File: config.mk
export PLATFORM = sky130hd
export DESIGN_NAME = tristate_oe_ctrl_flat
export DESIGN_NICKNAME = d
export VERILOG_FILES = /design/src/rtl/tristate_oe_ctrl_if.sv /design/src/rtl/tristate_oe_ctrl.sv /design/src/flat_wrapper.sv
export SDC_FILE = /design/constraint.sdc
export NUM_CORES = 1
export LEC_CHECK = 0
export BUFFER_PORTS_ARGS = -buffer_cell sky130_fd_sc_hd__buf_2
export CORE_AREA = 3 3 40 42
export CTS_BUF_LIST = sky130_fd_sc_hd__clkbuf_8
export DETAILED_ROUTE_END_ITERATION = 12
export DIE_AREA = 0 0 43 45
export PLACE_DENSITY = 0.57
export SKIP_LAST_GASP = 1
export SYNTH_ARGS = -nofsm -noshare
export SYNTH_HDL_FRONTEND = slang
export SYNTH_SLANG_ARGS = --single-unit
File: constraint.sdc
create_clock -name clk -period 2.1 [get_ports clk]
set_clock_uncertainty 0.2 [all_clocks]
set_input_delay 0.105 -clock clk [delete_from_list [all_inputs] [get_ports clk]]
set_output_delay 0.105 -clock clk [all_outputs]
set_load 0.02 [all_outputs]
File: src/rtl/tristate_oe_ctrl_if.sv
// Bus bundle between a single requester and the tristate enable controller.
// The master side raises req and supplies wdata.
// The slave side, the controller, returns the grant, the registered drive data and enable, and the status flags.
interface tristate_oe_ctrl_if #(
    parameter int WIDTH = 1
);
    logic             req;
    logic [WIDTH-1:0] wdata;
    logic             grant;
    logic [WIDTH-1:0] drv_data;
    logic             drv_en;
    logic             busy;
    logic             timeout;

    modport master (
        output req,
        output wdata,
        input  grant,
        input  drv_data,
        input  drv_en,
        input  busy,
        input  timeout
    );

    modport slave (
        input  req,
        input  wdata,
        output grant,
        output drv_data,
        output drv_en,
        output busy,
        output timeout
    );
endinterface

File: src/rtl/tristate_oe_ctrl.sv
// Upstream control for a notif1-style tristate driver.
// It produces a registered data/enable pair and serves one requester with a req/grant handshake.
// TURN_CYC dead cycles with the enable low are placed before every drive and after it.
// Optional build macro TRI_TIMEOUT_EN adds a watchdog.
// The watchdog limits a drive to MAX_DRIVE cycles, pulses timeout on a forced release,
// and locks out re-entry until req has been seen low once.
module tristate_oe_ctrl #(
    parameter int WIDTH     = 1,
    parameter int TURN_CYC  = 2,
    parameter int MAX_DRIVE = 8
) (
    input  logic                 clk,
    input  logic                 rst_n,
    tristate_oe_ctrl_if.slave    bus
);
    typedef enum logic [1:0] {IDLE, TURN_ON, DRIVE, TURN_OFF} state_t;

    // Dead counter is clog2(TURN_CYC+1) bits; kept at least 1 bit wide so TURN_CYC=0 still elaborates.
    localparam int CW = (TURN_CYC > 0) ? $clog2(TURN_CYC + 1) : 1;
    localparam logic [CW-1:0] TURN_LOAD = (TURN_CYC > 0) ? CW'(TURN_CYC - 1) : '0;
    localparam bit NO_TURN = (TURN_CYC == 0);

    if (MAX_DRIVE < 1 || TURN_CYC < 0) begin : g_bad_param
        $error("tristate_oe_ctrl: MAX_DRIVE must be >= 1 and TURN_CYC >= 0");
    end

    state_t           state_reg, state_next;
    logic [CW-1:0]    dead_cnt_reg, dead_cnt_next;
    logic [WIDTH-1:0] drv_data_reg, drv_data_next;
    logic             drv_en_reg;
    logic             busy_reg;
    logic             locked;
    logic             drive_limit;

    // Next-state, dead-counter and data-capture decode.
    always_comb begin
        state_next    = state_reg;
        dead_cnt_next = dead_cnt_reg;
        drv_data_next = drv_data_reg;
        case (state_reg)
            IDLE: begin
                if (bus.req && !locked) begin
                    if (NO_TURN) begin
                        state_next = DRIVE;
                    end else begin
                        state_next    = TURN_ON;
                        dead_cnt_next = TURN_LOAD;
                    end
                end
            end
            TURN_ON: begin
                if (!bus.req) begin
                    state_next = IDLE;
                end else if (dead_cnt_reg == '0) begin
                    state_next = DRIVE;
                end else begin
                    dead_cnt_next = dead_cnt_reg - 1'b1;
                end
            end
            DRIVE: begin
                if (!bus.req || drive_limit) begin
                    if (NO_TURN) begin
                        state_next = IDLE;
                    end else begin
                        state_next    = TURN_OFF;
                        dead_cnt_next = TURN_LOAD;
                    end
                end
            end
            TURN_OFF: begin
                // The expiry edge doubles as the IDLE sampling edge.
                // A held request goes straight to TURN_ON and still pays the full turn-on dead time.
                if (dead_cnt_reg == '0) begin
                    if (bus.req && !locked) begin
                        state_next    = TURN_ON;
                        dead_cnt_next = TURN_LOAD;
                    end else begin
                        state_next = IDLE;
                    end
                end else begin
                    dead_cnt_next = dead_cnt_reg - 1'b1;
                end
            end
            default: state_next = IDLE;
        endcase
        if (state_next == DRIVE) begin
            drv_data_next = bus.wdata;
        end
    end

    // State, counter and registered outputs.
    // Reset drops the enable at once, with no dead time.
    always_ff @(posedge clk or negedge rst_n) begin
        if (!rst_n) begin
            state_reg    <= IDLE;
            dead_cnt_reg <= '0;
            drv_data_reg <= '0;
            drv_en_reg   <= 1'b0;
            busy_reg     <= 1'b0;
        end else begin
            state_reg    <= state_next;
            dead_cnt_reg <= dead_cnt_next;
            drv_data_reg <= drv_data_next;
            drv_en_reg   <= (state_next == DRIVE);
            busy_reg     <= (state_next != IDLE);
        end
    end

`ifdef TRI_TIMEOUT_EN
    localparam int DW = $clog2(MAX_DRIVE + 1);

    logic [DW-1:0] drive_cnt_reg;
    logic          lock_reg;
    logic          timeout_reg;
    logic          force_exit;

    assign drive_limit = (drive_cnt_reg == DW'(MAX_DRIVE - 1));
    assign force_exit  = (state_reg == DRIVE) && bus.req && drive_limit;
    assign locked      = lock_reg;

    // Watchdog: count completed DRIVE cycles, latch the lockout and pulse timeout on a forced release.
    always_ff @(posedge clk or negedge rst_n) begin
        if (!rst_n) begin
            drive_cnt_reg <= '0;
            lock_reg      <= 1'b0;
            timeout_reg   <= 1'b0;
        end else begin
            if (state_reg == DRIVE && state_next == DRIVE) begin
                drive_cnt_reg <= drive_cnt_reg + 1'b1;
            end else begin
                drive_cnt_reg <= '0;
            end
            if (!bus.req) begin
                lock_reg <= 1'b0;
            end else if (force_exit) begin
                lock_reg <= 1'b1;
            end
            timeout_reg <= force_exit;
        end
    end

    assign bus.timeout = timeout_reg;
`else
    assign drive_limit = 1'b0;
    assign locked      = 1'b0;
    assign bus.timeout = 1'b0;
`endif

    assign bus.drv_data = drv_data_reg;
    assign bus.drv_en   = drv_en_reg;
    assign bus.grant    = drv_en_reg;
    assign bus.busy     = busy_reg;
endmodule

File: src/flat_wrapper.sv
// flat-port wrapper written by rule: the top's interface ports become plain ports
module tristate_oe_ctrl_flat 
#(
    parameter int WIDTH     = 1,
    parameter int TURN_CYC  = 2,
    parameter int MAX_DRIVE = 8
)
  (clk, rst_n, bus_req, bus_wdata, bus_grant, bus_drv_data, bus_drv_en, bus_busy, bus_timeout);
  tristate_oe_ctrl_if #(.WIDTH(WIDTH)) bus_i ();
  input  logic clk;
  input  logic rst_n;
  input wire logic [$bits(bus_i.req)-1:0] bus_req;
  input wire logic [$bits(bus_i.wdata)-1:0] bus_wdata;
  output wire logic [$bits(bus_i.grant)-1:0] bus_grant;
  output wire logic [$bits(bus_i.drv_data)-1:0] bus_drv_data;
  output wire logic [$bits(bus_i.drv_en)-1:0] bus_drv_en;
  output wire logic [$bits(bus_i.busy)-1:0] bus_busy;
  output wire logic [$bits(bus_i.timeout)-1:0] bus_timeout;
  assign bus_i.req = bus_req;
  assign bus_i.wdata = bus_wdata;
  assign bus_grant = bus_i.grant;
  assign bus_drv_data = bus_i.drv_data;
  assign bus_drv_en = bus_i.drv_en;
  assign bus_busy = bus_i.busy;
  assign bus_timeout = bus_i.timeout;
  tristate_oe_ctrl #(.WIDTH(WIDTH), .TURN_CYC(TURN_CYC), .MAX_DRIVE(MAX_DRIVE)) u_core (.clk(clk), .rst_n(rst_n), .bus(bus_i));
endmodule
# [Word-level counts from Yosys, hierarchy flattened]
# Cells that the tools add are included.
[word_totals] output_inout_bits=5 register_bits=7
[classes] add_sub_neg=1 mux=13 n_eq_ne=7 reduce_logical=4
[op_table] op="2-to-1 mux 2 bit" count=10
[op_table] op="one-hot mux 2 bit (4 select lines)" count=2
[op_table] op="equality test 2 bit (second input constant)" count=3
[op_table] op="inequality test 2 bit (second input constant)" count=3
[op_table] op="logical NOT 2 bit" count=2
[op_table] op="AND reduction 3 bit" count=1
[op_table] op="equality test 2 x 1 -> 1 bit (second input constant)" count=1
[op_table] op="nonzero test 2 bit" count=1
[op_table] op="subtractor 2 x 1 -> 2 bit (second input constant)" count=1
[op_table] op="2-to-1 mux 1 bit" count=1

# [Logic depth before layout (Yosys ltp)]
[depth] word_depth=5 ltp_mapped=5

# [Least setup slack after synthesis]
# No wires, ideal clock.
[synth_timing] kind="flip-flop to flip-flop" start="reg u_core.dead_cnt_reg[0]" end="reg u_core.drv_data_reg (netlist: u_core.bus.drv_data)" path_buffers=0 path_slack_ns=0.437 arrival_ns=1.338 path_stages_with_launch=6 period_less_slack_ns=1.663 cell_sequence="dfrtp_1 inv_1 ha_1 nand4b_1 o211ai_2 mux2_4"
[synth_between] elab_chain_cells=5
[synth_lines] element="from (decl)" line_no="tristate_oe_ctrl.sv:28" rtl="logic [CW-1:0] dead_cnt_reg, dead_cnt_next;"
[synth_lines] element="from (signal assigned)" line_no="tristate_oe_ctrl.sv:102" rtl="dead_cnt_reg <= dead_cnt_next;"
[synth_lines] element="logical NOT 2 bit (*)" line_no="tristate_oe_ctrl.sv:54, tristate_oe_ctrl.sv:73"
[synth_lines] element="2-to-1 mux 2 bit" line_no="tristate_oe_ctrl.sv:54" rtl="end else if (dead_cnt_reg == '0) begin"
[synth_lines] element="2-to-1 mux 2 bit" line_no="tristate_oe_ctrl.sv:52" rtl="if (!bus.req) begin"
[synth_lines] element="one-hot mux 2 bit (4 select lines) (*)" line_no="tristate_oe_ctrl.sv:40" rtl="case (state_reg)"
[synth_lines] element="equality test 2 bit (*)" line_no="tristate_oe_ctrl.sv:86" rtl="if (state_next == DRIVE) begin"
[synth_lines] element="to (signal assigned)" line_no="tristate_oe_ctrl.sv:103" rtl="drv_data_reg <= drv_data_next;"
[synth_lines] element="to (decl)" line_no="tristate_oe_ctrl.sv:29" rtl="logic [WIDTH-1:0] drv_data_reg, drv_data_next;"
# Mark *: on every way between the ends. The rest lies on a longest branch, timed or not.
# A chain may end at the register's enable or synchronous reset.

# [Worst setup path after layout]
# Ends and elaborated chain as after synthesis.

==> results.tsv <==
metric	value	unit
dieArea	1940	µm²
p_switching	304	µW
fillers	130	
netlist_area	424	µm²
clk_path_buf_depth	2	
via_per_inst	4.88	
cts_sinks	7	
clk_pin_slew	40	ps
p_clk_share	23.1	%
p_int	475	µW
hold_viol_final	0	
seq_area_frac_synth	41.3	%
yosys_warnings	0	
layout.nets	59	
h-tree-depth	1	
grt_max_degree	12	
crit_type	register to register	
async_reset_ff_share	100	%
worst-path-max-fanout	8	
setup_violations	0	
dominantRegCellSynth	dfrtp_1	
min_path_type	input port to asynchronous set/reset pin	
required	2010	ps
synth-seq-cells	7	
seqCellArea	175	µm²
firstDrtPassIters	4	
syn_area_per_cell	9.86	µm²
portBuffers	7	
power.total	778	µW
yosys.cell_types.count	24	
min_period	1800	ps
fin_util	39.9	%
first_global_vias	280	
synth.most_common_cell	dfrtp_1	
antenna_found_initial	0	
fp.coreArea	1280	µm²
die_width	43	µm
synth_nets	49	
arrival	1710	ps
placed_area	448	µm²
gp_congestion	0.698	
rsz0062_at_grt	false	
finalMaxSlewViolations	0	
fmax	0.556	GHz
design_area	513	µm²
n_antenna_cell	0	
grt_overflow	0	
power_leakage	0.242	nW
synth_edf_count	0	
dp_hpwl	532	µm
netlist.area_leader.share	41.3	%
netlist_instances	43	
placementRows	13	
drc	0	
p_per_area	1520	nW/µm²
cts_buffers	3	
vias	327	
root_buffer	clkbuf_8	
start_kind	register	
dp_cells	61	
postRouteAntennaNets	0	
cts_tree	built	
grt_pass1_wl	1200	µm
end_kind	register	
ys_top_cells_by_area	dfrtp_1, buf_4, ha_1	
grt_usage	9.21	%
wire_per_inst	10.7	µm
swShare	39.0	%
drive_gt1_share	25.0	%
clk_latency	230	ps
start_util	33.0	%
setup_tns	0	ps
finalWirelength	719	µm
synth_largest_area_cell	dfrtp_1	
io-pin-count	9	
final_cells	67	
drt_iter0_markers	9	
timing.final.crit_share	85.6	%
synth_common_cells	dfrtp_1, nand2_1, buf_4	
ir_drop	0.000313	V
sequentialPowerShare	34.3	%
drv_cap	0	
p_comb_share	42.5	%
multiInputGateArea	208	µm²
status	complete, no violations	
area_growth	20.9	%
die_h	45	µm
[layer usage]
metal | share of wire [%] | wire length, µm | GRT usage (%) | up-vias
met1 | 44 | 319 | 10.5 | 151
met3 | 4.3 | 31 | 2.39 | 3
met2 | 47 | 340 | 12.0 | 7
met4 | 3.9 | 28 | 12.7 | 0
met5 | 0 | 0 | 0 | -
li1 | - | - | - | 166
[worst max-delay path, cell delays in order, from the launching register on]
cell and delay [ps]:
dfrtp_1 380, inv_1 120, ha_1 330, nand4b_1 210
o211ai_2 130, mux2_4 310
[layout by cell type (no fill, tap or decap), types with 2 or more instances in the layout]
cell type      instances
nand3b_1               3
dlygate4sd3_1          2
dfrtp_1                7
buf_2                  7
inv_1                  4
ha_1                   2
nand2_1                6
clkbuf_8               3
[worst paths after layout]
path                                   startpoint                endpoint  slack (ps)  cells after the start
max reg2reg                u_core.dead_cnt_reg[0]     u_core.bus.drv_data         300                      5
max                        u_core.dead_cnt_reg[0]     u_core.bus.drv_data         300                      5
min in group clk                          bus_req     u_core.state_reg[1]          80                      3
min                                         rst_n     u_core.bus.drv_data          40                      2
max in group asynchronous                   rst_n  u_core.dead_cnt_reg[1]        1510                      2
min reg2reg                   u_core.bus.drv_data     u_core.bus.drv_data         300                      1
[layout make-up]
type / instances / area share [%]
inverters: 3 / 2.20
clock buffers: 3 / 8.05
well taps: 15 / 3.66
clock inverters: 1 / 0.732
repair buffers: 9 / 10.7
multi-input cells: 29 / 40.5
flip-flops and latches: 7 / 34.1
[cell families after synthesis]
logic type,Yosys count,share of synthesized area (%)
buffers and inverters,7,9.73
AO/OA/AOI/OAI,9,18.0
AND/OR/NAND/NOR,16,20.6
other,1,0.884
multiplexers,1,3.54
flip-flops,7,41.3
adder cells (fa/ha/maj),2,5.90
[power by group through the flow]
stage,clock network (mW),registers (mW),logic [mW]
6_report,0.180,0.267,0.331
5_1_grt,0.198,0.276,0.364
4_1_cts,0.188,0.266,0.333
3_5_place_dp,0,0.268,0.329
3_3_place_gp,0,0.265,0.327
2_1_floorplan,0,0.257,0.292
[through the flow]
| stage | hold WS (ps) | setup slack, ps |
|---|---|---|
| global placement | -253 | 333 |
| CTS | 37.7 | 315 |
| global route | 61.5 | 204 |
| finish | 37.0 | 302 |
| detailed placement | -255 | 326 |
| floorplan | -391 | 437 |
[what timing repair did]
| action | in CTS | in global routing |
|---|---|---|
| setup buffers | 0 | 0 |
| gates resized for setup | 0 | 0 |
| hold endpoints to repair | 8 | 0 |
| hold buffers | 2 | 0 |
Power figures use the tool's default switching activity.
